### config.mk
export PLATFORM = sky130hd
export DESIGN_NAME = page_walker_flat
export DESIGN_NICKNAME = d
export VERILOG_FILES = /design/src/rtl/page_walker_if.sv /design/src/rtl/page_walker.sv /design/src/flat_wrapper.sv
export SDC_FILE = /design/constraint.sdc
export NUM_CORES = 1
export LEC_CHECK = 0
export ABC_AREA = 1
export CAP_MARGIN = 25
export CORE_MARGIN = 2
export CORE_UTILIZATION = 30
export DETAILED_ROUTE_END_ITERATION = 8
export PLACE_DENSITY_LB_ADDON = 0.12
export SLEW_MARGIN = 20
export SYNTH_ARGS = -nofsm -noshare
export SYNTH_HDL_FRONTEND = slang
export SYNTH_SLANG_ARGS = --single-unit
export TNS_END_PERCENT = 1
### constraint.sdc
create_clock -name clk -period 2.7 [get_ports clk]
set_input_delay 0.405 -clock clk [delete_from_list [all_inputs] [get_ports clk]]
set_output_delay 0.405 -clock clk [all_outputs]
set_load 0.005 [all_outputs]
### src/rtl/page_walker_if.sv
// PTE read port between the page walker (master) and the memory subsystem (slave).
// One request in flight at a time; the response carries a full 64-bit PTE.
interface page_walker_if #(
  parameter int SADDR = 64
);
  logic             mem_req_valid;
  logic             mem_req_ready;
  logic [SADDR-1:0] mem_req_addr;
  logic             mem_resp_valid;
  logic [63:0]      mem_resp_data;

  modport master (
    output mem_req_valid,
    output mem_req_addr,
    input  mem_req_ready,
    input  mem_resp_valid,
    input  mem_resp_data
  );

  modport slave (
    input  mem_req_valid,
    input  mem_req_addr,
    output mem_req_ready,
    output mem_resp_valid,
    output mem_resp_data
  );
endinterface

### src/rtl/page_walker.sv
// Hardware page-table walker: resolves a TLB miss by walking an NLEVEL radix table
// through a single-outstanding PTE read port, then pulses insert (translation) or fault.
module page_walker #(
  parameter int SADDR  = 64,
  parameter int SPAGE  = 12,
  parameter int SPCID  = 12,
  parameter int NLEVEL = 4,
  parameter int SIDX   = 9
) (
  input  logic             clk,
  input  logic             rst,
  input  logic             miss_valid,
  output logic             miss_ready,
  input  logic [SADDR-1:0] miss_va,
  input  logic [SPCID-1:0] miss_pcid,
  input  logic [SADDR-1:0] root_pa,
  input  logic             shutdown,
  page_walker_if.master    mem,
  output logic             insert,
  output logic [SADDR-1:0] ins_va,
  output logic [SADDR-1:0] ins_pa,
  output logic [SPCID-1:0] ins_pcid,
  output logic             fault,
  output logic [SADDR-1:0] fault_va,
  output logic             busy
);

  localparam int LW = (NLEVEL > 1) ? $clog2(NLEVEL) : 1;
  localparam logic [LW-1:0] TOP_LEVEL = LW'(NLEVEL - 1);

  typedef enum logic [2:0] {
    S_IDLE,
    S_REQ,
    S_WAIT,
    S_DONE,
    S_FAULT,
    S_DRAIN
  } state_t;

  state_t           state_reg;
  logic [LW-1:0]    level_reg;
  logic [SADDR-1:0] va_reg;
  logic [SPCID-1:0] pcid_reg;
  logic             miss_ready_reg;
  logic             busy_reg;
  logic             req_valid_reg;
  logic [SADDR-1:0] req_addr_reg;
  logic             insert_reg;
  logic             fault_reg;
  logic [SADDR-1:0] ins_va_reg;
  logic [SADDR-1:0] ins_pa_reg;
  logic [SPCID-1:0] ins_pcid_reg;
  logic [SADDR-1:0] fault_va_reg;

  // Per-level table index fields of the latched VA.
  logic [SIDX-1:0]  va_idx [NLEVEL];
  logic [SIDX-1:0]  miss_top_idx;
  logic [SIDX-1:0]  lower_idx;
  logic [SADDR-1:0] pte_base;
  logic             pte_present;
  logic             unused_pte_bits;

  genvar gi;
  generate
    for (gi = 0; gi < NLEVEL; gi = gi + 1) begin : g_va_idx
      assign va_idx[gi] = va_reg[SPAGE + SIDX*gi +: SIDX];
    end
  endgenerate

  assign miss_top_idx    = miss_va[SPAGE + SIDX*(NLEVEL-1) +: SIDX];
  assign lower_idx       = va_idx[level_reg - 1'b1];
  assign pte_base        = {mem.mem_resp_data[SADDR-1:SPAGE], {SPAGE{1'b0}}};
  assign pte_present     = mem.mem_resp_data[0];
  // Permission/attribute bits of the PTE play no part in the walk.
  assign unused_pte_bits = ^mem.mem_resp_data[SPAGE-1:1];

  function automatic logic [SADDR-1:0] pte_offset(input logic [SIDX-1:0] idx);
    return SADDR'({idx, 3'b000});
  endfunction

  always_ff @(posedge clk) begin
    if (rst) begin
      state_reg      <= S_IDLE;
      level_reg      <= TOP_LEVEL;
      va_reg         <= '0;
      pcid_reg       <= '0;
      miss_ready_reg <= 1'b1;
      busy_reg       <= 1'b0;
      req_valid_reg  <= 1'b0;
      req_addr_reg   <= '0;
      insert_reg     <= 1'b0;
      fault_reg      <= 1'b0;
      ins_va_reg     <= '0;
      ins_pa_reg     <= '0;
      ins_pcid_reg   <= '0;
      fault_va_reg   <= '0;
    end else begin
      insert_reg <= 1'b0;
      fault_reg  <= 1'b0;
      case (state_reg)
        S_IDLE: begin
          if (miss_valid) begin
            va_reg         <= miss_va;
            pcid_reg       <= miss_pcid;
            level_reg      <= TOP_LEVEL;
            req_addr_reg   <= root_pa + pte_offset(miss_top_idx);
            req_valid_reg  <= 1'b1;
            miss_ready_reg <= 1'b0;
            busy_reg       <= 1'b1;
            state_reg      <= S_REQ;
          end
        end

        S_REQ: begin
          if (mem.mem_req_ready) begin
            // Once the request is accepted its response must be absorbed, even if aborted.
            req_valid_reg <= 1'b0;
            state_reg     <= shutdown ? S_DRAIN : S_WAIT;
          end else if (shutdown) begin
            req_valid_reg  <= 1'b0;
            miss_ready_reg <= 1'b1;
            busy_reg       <= 1'b0;
            state_reg      <= S_IDLE;
          end
        end

        S_WAIT: begin
          if (shutdown) begin
            if (mem.mem_resp_valid) begin
              miss_ready_reg <= 1'b1;
              busy_reg       <= 1'b0;
              state_reg      <= S_IDLE;
            end else begin
              state_reg <= S_DRAIN;
            end
          end else if (mem.mem_resp_valid) begin
            if (!pte_present) begin
              fault_reg    <= 1'b1;
              fault_va_reg <= va_reg;
              state_reg    <= S_FAULT;
            end else if (level_reg != '0) begin
              level_reg     <= level_reg - 1'b1;
              req_addr_reg  <= pte_base + pte_offset(lower_idx);
              req_valid_reg <= 1'b1;
              state_reg     <= S_REQ;
            end else begin
              insert_reg   <= 1'b1;
              ins_va_reg   <= va_reg;
              ins_pa_reg   <= pte_base;
              ins_pcid_reg <= pcid_reg;
              state_reg    <= S_DONE;
            end
          end
        end

        S_DONE, S_FAULT: begin
          miss_ready_reg <= 1'b1;
          busy_reg       <= 1'b0;
          state_reg      <= S_IDLE;
        end

        S_DRAIN: begin
          if (mem.mem_resp_valid) begin
            miss_ready_reg <= 1'b1;
            busy_reg       <= 1'b0;
            state_reg      <= S_IDLE;
          end
        end

        default: begin
          req_valid_reg  <= 1'b0;
          miss_ready_reg <= 1'b1;
          busy_reg       <= 1'b0;
          state_reg      <= S_IDLE;
        end
      endcase
    end
  end

  assign miss_ready        = miss_ready_reg;
  assign busy              = busy_reg;
  assign mem.mem_req_valid = req_valid_reg;
  assign mem.mem_req_addr  = req_addr_reg;
  assign insert            = insert_reg;
  assign ins_va            = ins_va_reg;
  assign ins_pa            = ins_pa_reg;
  assign ins_pcid          = ins_pcid_reg;
  assign fault             = fault_reg;
  assign fault_va          = fault_va_reg;

endmodule

### src/flat_wrapper.sv
// flat-port wrapper written by rule: the top's interface ports become plain ports
module page_walker_flat 
#(
  parameter int SADDR  = 64,
  parameter int SPAGE  = 12,
  parameter int SPCID  = 12,
  parameter int NLEVEL = 4,
  parameter int SIDX   = 9
)
  (clk, rst, miss_valid, miss_ready, miss_va, miss_pcid, root_pa, shutdown, insert, ins_va, ins_pa, ins_pcid, fault, fault_va, busy, mem_mem_req_valid, mem_mem_req_addr, mem_mem_req_ready, mem_mem_resp_valid, mem_mem_resp_data);
  page_walker_if #(.SADDR(SADDR)) mem_i ();
  input  logic clk;
  input  logic rst;
  input  logic miss_valid;
  output logic miss_ready;
  input  logic [SADDR-1:0] miss_va;
  input  logic [SPCID-1:0] miss_pcid;
  input  logic [SADDR-1:0] root_pa;
  input  logic shutdown;
  output logic insert;
  output logic [SADDR-1:0] ins_va;
  output logic [SADDR-1:0] ins_pa;
  output logic [SPCID-1:0] ins_pcid;
  output logic fault;
  output logic [SADDR-1:0] fault_va;
  output logic busy;
  output wire logic [$bits(mem_i.mem_req_valid)-1:0] mem_mem_req_valid;
  output wire logic [$bits(mem_i.mem_req_addr)-1:0] mem_mem_req_addr;
  input wire logic [$bits(mem_i.mem_req_ready)-1:0] mem_mem_req_ready;
  input wire logic [$bits(mem_i.mem_resp_valid)-1:0] mem_mem_resp_valid;
  input wire logic [$bits(mem_i.mem_resp_data)-1:0] mem_mem_resp_data;
  assign mem_mem_req_valid = mem_i.mem_req_valid;
  assign mem_mem_req_addr = mem_i.mem_req_addr;
  assign mem_i.mem_req_ready = mem_mem_req_ready;
  assign mem_i.mem_resp_valid = mem_mem_resp_valid;
  assign mem_i.mem_resp_data = mem_mem_resp_data;
  page_walker #(.SADDR(SADDR), .SPAGE(SPAGE), .SPCID(SPCID), .NLEVEL(NLEVEL), .SIDX(SIDX)) u_core (.clk(clk), .rst(rst), .miss_valid(miss_valid), .miss_ready(miss_ready), .miss_va(miss_va), .miss_pcid(miss_pcid), .root_pa(root_pa), .shutdown(shutdown), .mem(mem_i), .insert(insert), .ins_va(ins_va), .ins_pa(ins_pa), .ins_pcid(ins_pcid), .fault(fault), .fault_va(fault_va), .busy(busy));
endmodule
### Word-level counts from Yosys, hierarchy flattened

Cells that the tools add are included.
Widths: inputs -> output; s select.

| operators by class | value |
|---|---|
| add/sub/neg operators | 3 |
| order comparisons | 1 |
| eq/ne operators | 16 |
| mux-type cells | 46 |
| bitwise gates (word level) | 7 |
| reduce and logical (&&, ||, !) cells | 13 |

Operator list:

| operator | count |
|---|---|
| $mux 64 | 5 |
| $add 64x12->64 | 2 |
| $pmux 64 s2 | 1 |
| $mux 3 | 9 |
| $bmux 9 s2 | 1 |
| $mux 9 | 2 |
| $mux 1 | 17 |
| $ne 2x2->1 const B | 8 |
| $mux 2 | 6 |
| $pmux 1 s4 | 3 |
| $pmux 3 s4 | 1 |
| $reduce_and 4->1 | 3 |
| $reduce_and 7->1 | 1 |
| $eq 3x2->1 const B | 2 |
| $eq 3x3->1 const B | 2 |
| $ne 3x3->1 const B | 2 |
| $not 1->1 | 6 |
| $reduce_and 6->1 | 1 |
| $reduce_and 5->1 | 1 |
| $reduce_or 5->1 | 1 |
| $pmux 2 s2 | 1 |
| $reduce_bool 2->1 | 2 |
| $reduce_or 4->1 | 1 |
| $eq 3x1->1 const B | 1 |
| 7 further kinds | 7 |

| storage, ports and cells | value |
|---|---|
| flip-flop bits (word level) | 342 |
| output and inout bits | 273 |
| logic and storage cells | 100 |

### Logic depth before layout (Yosys ltp)

Gate-level depths: netlist of the first run.

| logic depth | value |
|---|---|
| word-level depth | 11 |
| gate-level depth with buffers | 15 |
| depth with buffers taken out | 15 |

### Worst setup path before layout of the first run

Ideal clock, no wire load.

| timing path | value |
|---|---|
| path type | register -> register |
| start | reg u_core.level_reg[0] |
| end | reg u_core.req_addr_reg[3] (netlist: u_core.mem.mem_req_addr[3]) |
| library setup time | 74 ps |
| arrival | 2096 ps |
| data required time | 2626 ps |
| setup slack | 530 ps |
| cell stages (with the launch flop) | 11 |
| clock period less this slack | 2170 ps |
| cells stage by stage | dfxtp_1 clkbuf_1 inv_1 clkbuf_1 ha_1 clkbuf_1 buf_1 o21ai_0 o21ai_0 nand2_1 a31oi_1 |

| between the ends | value |
|---|---|
| longest elaborated chain between the ends | 11 |

Ends and longest elaborated chain:

| element | line | RTL |
|---|---|---|
| start, declared | page_walker.sv:41 | `logic [LW-1:0] level_reg;` |
| start signal, assigned | page_walker.sv:142 | `level_reg <= level_reg - 1'b1;` |
| $sub 2x1->2 | page_walker.sv:71 | `assign lower_idx = va_idx[level_reg - 1'b1];` |
| $not 2->3 (implied by the code) | page_walker.sv:71 |  |
| $bmux 9 s2 | page_walker.sv:71 |  |
| $mux 9 (implied by the code) (2 in a row) | page_walker.sv:71 |  |
| $add 64x12->64 | page_walker.sv:143 | `req_addr_reg <= pte_base + pte_offset(lower_idx);` |
| $mux 64 | page_walker.sv:141 | `end else if (level_reg != '0) begin` |
| $mux 64 | page_walker.sv:137 | `if (!pte_present) begin` |
| $mux 64 | page_walker.sv:136 | `end else if (mem.mem_resp_valid) begin` |
| $mux 64 | page_walker.sv:128 | `if (shutdown) begin` |
| $pmux 64 s2 | page_walker.sv:100 | `case (state_reg)` |
| end signal, assigned | page_walker.sv:106 | `req_addr_reg <= root_pa + pte_offset(miss_top_idx);` |
| end signal, assigned | page_walker.sv:143 |  |
| end, declared | page_walker.sv:47 | `logic [SADDR-1:0] req_addr_reg;` |

Several ways; a longest one is shown, not always the timed one. The select of a mux whose other input is x is not followed.
A chain may end at the register's enable or synchronous reset.

### Final worst setup path of the first run

| timing path | value |
|---|---|
| start | in miss_va[39] |
| end | reg u_core.req_addr_reg[47] (netlist: u_core.mem.mem_req_addr[47]) |

| between the ends | value |
|---|---|
| longest elaborated chain between the ends | 3 |

Ends and longest elaborated chain:

| element | line | RTL |
|---|---|---|
| start, declared | flat_wrapper.sv:16 | `input logic [SADDR-1:0] miss_va;` |
| $add 64x12->64 | page_walker.sv:106 |  |
| $mux 64 | page_walker.sv:102 | `if (miss_valid) begin` |
| $pmux 64 s2 | page_walker.sv:100 |  |

Every way passes these cells. The select of a mux whose other input is x is not followed.

==> out/qor.txt, run 1 <==
Synth area leader: dfxtp_1
Synth Instances: 2191
leading cell type in the layout, fill and taps excluded: clkdlybuf4s50_1
first-pass GRT wire length: 93.4 mm
grt total ovfl: 0
highest clock rate: 408 MHz
cts bufs inserted: 40
Post-Layout Cell Count: 3343
P_leak: 9.22 nW
maximum number of pins on one net before global-route repair: 119
Filler Cell Count: 5190
most used cell, CP: nand3_1
CP Class: input pin to register
# hold bufs at CTS: 0
PortBufs: 459
Initial Util: 30.5%
Vias per Instance: 4.79
RSZ-0062 raised after global routing: no
max-slew violations: 0
Peak supply drop: 0.494 mV
reg2reg start: u_core.level_reg[0]
setup bufs post-CTS: 0
Min-Delay Endpoint: u_core.level_reg[1]
final antenna-violating net count: 0
FP Rows: 82
Netlist cell types: 39
Hold Slack: 0.372 ns
ratio of cells with drive above 1 in the final layout: 7.05%
io pins: 483
CP max FO: 4
gp weighted congestion: 0.949
FF-to-FF path depth: 8
crit share post-route: 90.7%
Die ar.: 53000 µm²
# setup viols final: 0
Crit-path slowest cell: clkdlybuf4s50_1
Die Y: 230 µm
Min-Delay Path Depth: 3
area delta synth->final: 44.8%
max-cap violations: 0
post-synth top area share: 44.6%
Final #Nets: 2861
cts repair resizes: 0
worst slew pin tran: 0.757 ns
Cell Chain, Critical Path: clkdlybuf4s50_1, ha_1, inv_1, fa_1, inv_1, nand3_1, nand3_1, buf_4, nand3_1, nand3_1, buf_4, nand2_1, nand2_1, nand3_1, nand2_1, a21oi_1
CP required: 3.10 ns
initial antenna violation count: 6
CP endpoint kind: register
DP Cell Count: 3270
drc violations: 0
DRT Wirelength: 62.7 mm
DIE WIDTH: 230 µm
Starting DRT DRC Count: 1031
sequential-to-total area share from yosys stat: 44.6%
Final Hold Violating Endpoints: 0
PwrDens: 786 nW/µm²
per-cell routed wire length: 18.8 µm
Synth area leaders: dfxtp_1 (45%), nand2_1 (9.9%), o21ai_0 (9.1%)
vias in the first global route: 15400
number of synthesized register bits: 342
CTS max path bufs: 3
Core Region: 50400 µm²
largest stage delay on the critical path: 0.50 ns
Total GRT Usage: 22.8%
min-delay src: rst
total number of vias: 16000
fin worst setup slack: 0.252 ns
setup TNS: 0 ns
flop-to-flop setup slack: 0.56 ns
Worst EP arrival: 2.85 ns
most frequent cells in the layout: clkdlybuf4s50_1 (458), nand2_1 (404), dfxtp_1 (342)
TritonCTS clock tree: yes
pre-CTS WS: -0.261 ns
Worst Hold Class: input pin to register
clk sinks: 342
Final HPWL DP: 47.0 mm
Mapped Avg Cell Area: 7.01 µm²
slew margin rel.: 49.5%
outcome: finished clean
Fin Clk Skew: 0.0281 ns
Pre-Repair DR Iteration Count: 5
Reg clk slew, reported paths: 0.06 ns
minimum clock period: 2.45 ns
post-synthesis cell area: 15400 µm²
clk_lat worst skew: 0.56 ns
Yosys warnings: 0
Critical Path Start Type: input pin
clk root buf: clkbuf_16
worst reg2reg endpoint: u_core.ins_pa[47]
H-tree lvl count: 2
[critical path: cells and delay by family]
family | cells | cell delay, ns
AND/OR/NAND/NOR | 8 | 0.74
AO/OA/AOI/OAI | 1 | 0.06
adder cells (fa/ha/maj) | 2 | 0.66
buffers and inverters | 5 | 0.99
[area by class of cell]
class | instances | area (µm²) | area share (%)
Clock inverter | 14 | 174 | 0.783
Multi-Input combinational cell | 1540 | 7160 | 32.2
Inverter | 178 | 674 | 3.03
Tap cell | 672 | 841 | 3.78
Antenna cell | 3 | 7.51 | 0.0338
Timing Repair Buffer | 538 | 5370 | 24.2
Clock buffer | 56 | 1150 | 5.18
Sequential cell | 342 | 6850 | 30.8
[synth_stat cells (all sizes together)]
cell	count
o32ai	1
a31oi	7
conb	1
nand3	96
nor4	1
xor2	21
xnor2	5
nand4	25
fa	1
o211ai	3
clkbuf	61
inv	177
or2	3
nand3b	11
nor3	8
buf	81
clkinv	1
nor2	354
ha	10
o21ai	290
a211oi	3
a21oi	277
dfxtp	342
nand2	412
[how the worst max path moves through the flow]
stage | startpoint | endpoint | slack [ns] | cells past startpoint
6_report | miss_va[39] | u_core.mem.mem_req_addr[47] | 0.25 | 16
2_1_floorplan | u_core.level_reg[0] | u_core.mem.mem_req_addr[3] | 0.53 | 10
4_1_cts | miss_va[39] | u_core.mem.mem_req_addr[25] | 0.32 | 14
5_1_grt | miss_va[39] | u_core.mem.mem_req_addr[33] | 0.13 | 14
3_5_place_dp | miss_va[39] | u_core.mem.mem_req_addr[25] | -0.26 | 14
3_3_place_gp | miss_va[39] | u_core.mem.mem_req_addr[47] | -0.23 | 16
[through the flow]
step | instance area (µm²) | util, % | power, mW
floorplan | 15400 | - | 9.51
global placement | 20900 | 41.5 | 12.1
detailed placement | 20900 | 41.5 | 12.2
CTS | 22200 | 44.1 | 17.7
global route | 22200 | 44.1 | 18.6
finish | 22200 | 44.1 | 17.5
[routing by layer]
layer | global-route usage, % | vias up | part of all wire [%]
met5 | 0 | - | 0.086
met4 | 6.37 | 8 | 2.4
met3 | 5.26 | 89 | 6.7
met2 | 38.2 | 464 | 47
met1 | 29.2 | 7438 | 43
li1 | - | 7998 | -
[report_power, final]
group | internal (mW) | switching, mW | leakage (nW) | total [mW]
clock | 3.27 | 2.20 | 0.640 | 5.47
combinational | 2.32 | 3.39 | 5.80 | 5.72
sequential | 5.84 | 0.444 | 2.78 | 6.29
total | 11.4 | 6.04 | 9.22 | 17.5
[logic make-up after synthesis]
logic type               synth area share [%]
flip-flops                               44.6
XOR/XNOR                                 1.48
buffers and inverters                    9.10
other                                  0.0244
AND/OR/NAND/NOR                          24.6
adder cells (fa/ha/maj)                 0.945
AO/OA/AOI/OAI                            19.2
Note: power is estimated with default switching activity, not from simulation.
==> run 2: changes to the inputs <==
--- a/config.mk
+++ b/config.mk
@@ -7,6 +7,7 @@
 export LEC_CHECK = 0
 export ABC_AREA = 1
 export CAP_MARGIN = 25
+export CORE_ASPECT_RATIO = 0.5
 export CORE_MARGIN = 2
 export CORE_UTILIZATION = 30
 export DETAILED_ROUTE_END_ITERATION = 8
==> run 2 against run 1 <==
Compared with the run above:
- utilization shrank 0.31 points
- hold slack lost 0.097 ns
- first-iteration DRC count grew 3.5%
- sequential cell count is the same
- cell count shrank 0.27%
- global-route usage shrank 1.4 points
- clock power shrank 1%
- worst setup slack gained 0.17 ns
- critical path depth is the same
- maximum frequency grew 7.4%
- clock-buffer cell count shrank 7
==> out/qor.txt, run 2 (synthesized netlist as in run 1, its figures left out) <==
CP endpoint kind: register
gp weighted congestion: 0.895
minimum clock period: 2.28 ns
Initial Util: 30.5%
clk sinks: 342
CP delay by family, top: simple AND/OR/NAND/NOR gates
clk_lat worst skew: 0.55 ns
Final Hold Violating Endpoints: 0
Starting DRT DRC Count: 1067
Core Region: 50400 µm²
DRT Wirelength: 58.7 mm
FF-to-FF path depth: 6
# hold bufs at CTS: 0
maximum number of pins on one net before global-route repair: 97
cts repair resizes: 0
Die Y: 164 µm
final antenna-violating net count: 0
total number of vias: 15500
Peak supply drop: 0.442 mV
area delta synth->final: 43.7%
Final Power: 17.3 mW
clk root buf: clkbuf_16
TritonCTS clock tree: yes
Buffers & Inverters on Critical Path: 3
Fin Clk Skew: 0.0227 ns
Pre-Repair DR Iteration Count: 5
Cell Chain, Critical Path: clkdlybuf4s50_1, ha_1, inv_1, fa_1, inv_1, nand3_1, nand3_1, nand2_1, nand2_1, nand2_1, nand2_1, nand2_1, nand2_1, nand3_1, nand2_1, a21oi_1
outcome: finished clean
RSZ-0062 raised after global routing: no
leading cell type in the layout, fill and taps excluded: clkdlybuf4s50_1
CP max FO: 5
initial antenna violation count: 7
max-slew violations: 0
H-tree lvl count: 2
Final HPWL DP: 43.2 mm
largest stage delay on the critical path: 0.48 ns
pre-CTS WS: -0.139 ns
highest clock rate: 439 MHz
grt total ovfl: 0
P_leak: 9.10 nW
per-cell routed wire length: 17.6 µm
Worst Hold Class: input pin to register
most used cell, CP: nand2_1
drc violations: 0
vias in the first global route: 14500
Vias per Instance: 4.64
cts bufs inserted: 35
Total GRT Usage: 21.4%
Critical Path Stages: 16
CP required: 3.10 ns
Crit-path slowest cell: clkdlybuf4s50_1
Final #Nets: 2831
DIE WIDTH: 324 µm
Worst EP arrival: 2.67 ns
Critical Path Start Type: input pin
CTS max path bufs: 3
max-cap violations: 0
ratio of cells with drive above 1 in the final layout: 5.96%
first-pass GRT wire length: 87.8 mm
worst slew pin tran: 0.675 ns
Min-Delay Path Depth: 3
PortBufs: 459
Reg clk slew, reported paths: 0.06 ns
io pins: 483
# setup viols final: 0
most frequent cells in the layout: clkdlybuf4s50_1 (458), nand2_1 (404), dfxtp_1 (342)
Die ar.: 53100 µm²
crit share post-route: 84.4%
fin worst setup slack: 0.421 ns
slew margin rel.: 55.0%
PwrDens: 784 nW/µm²
CP Class: input pin to register
setup bufs post-CTS: 0
FP Rows: 58
==> run 2: changes by cell type in the layout (fill, tap and decap cells not counted) <==
cell | previous run | this run
clkbuf_1 | 7 | 6
bufinv_16 | 3 | 6
clkinv_8 | 1 | 0
clkbuf_16 | 40 | 35
clkinv_2 | 5 | 6
diode_2 | 3 | 8
clkbuf_8 | 9 | 8
inv_16 | 0 | 1
buf_12 | 15 | 20
buf_4 | 65 | 35
clkinvlp_4 | 4 | 0
==> run 2: per-layer routing <==
layer	GRT usage (%)	wire (µm)	vias to the layer above
met2	37.3	29100	311
met4	7.32	1820	0
met1	27.1	25400	7119
li1	-	-	7949
met3	3.29	2360	100
met5	0	0	-
==> run 2: power by group <==
group | internal, mW | switching, mW
logic | 2.35 | 3.28
clock network | 3.21 | 2.20
registers | 5.84 | 0.427
total | 11.4 | 5.91
==> run 2: worst paths after layout <==
check	startpoint	endpoint	slack, ns
worst min register to register	u_core.pcid_reg[2]	u_core.pcid_reg[2]	0.45
worst max-delay path	miss_va[39]	u_core.mem.mem_req_addr[51]	0.42
worst max register to register	u_core.level_reg[0]	u_core.mem.mem_req_addr[4]	0.56
worst min-delay path	rst	u_core.level_reg[0]	0.28
==> run 2: layout make-up <==
type | instances | area, µm²
diodes | 8 | 20.0
clock buffers | 49 | 1010
clock inverters | 14 | 243
fillers | 5240 | 28300
inverters | 178 | 674
multi-input cells | 1540 | 7160
flip-flops and latches | 342 | 6850
well taps | 690 | 863
repair buffers | 513 | 5250
==> run 2: stage by stage <==
| step | instance area, µm² | util (%) | TNS, ns | instances | hold slack, ns |
|---|---|---|---|---|---|
| 5_1_grt | 22100 | 43.8 | 0 | 3333 | 0.279 |
| 6_report | 22100 | 43.8 | 0 | 3334 | 0.275 |
| 2_1_floorplan | 15400 | - | 0 | 2202 | 0.430 |
| 4_1_cts | 22000 | 43.8 | 0 | 3326 | 0.263 |
| 3_3_place_gp | 20800 | 41.3 | -1.07 | 3263 | 0.440 |
| 3_5_place_dp | 20800 | 41.3 | -1.67 | 3263 | 0.443 |
==> run 2: worst min-delay path: stages <==
cell,delay (ns)
buf_4,0.13
inv_6,0.12
o211ai_1,0.12
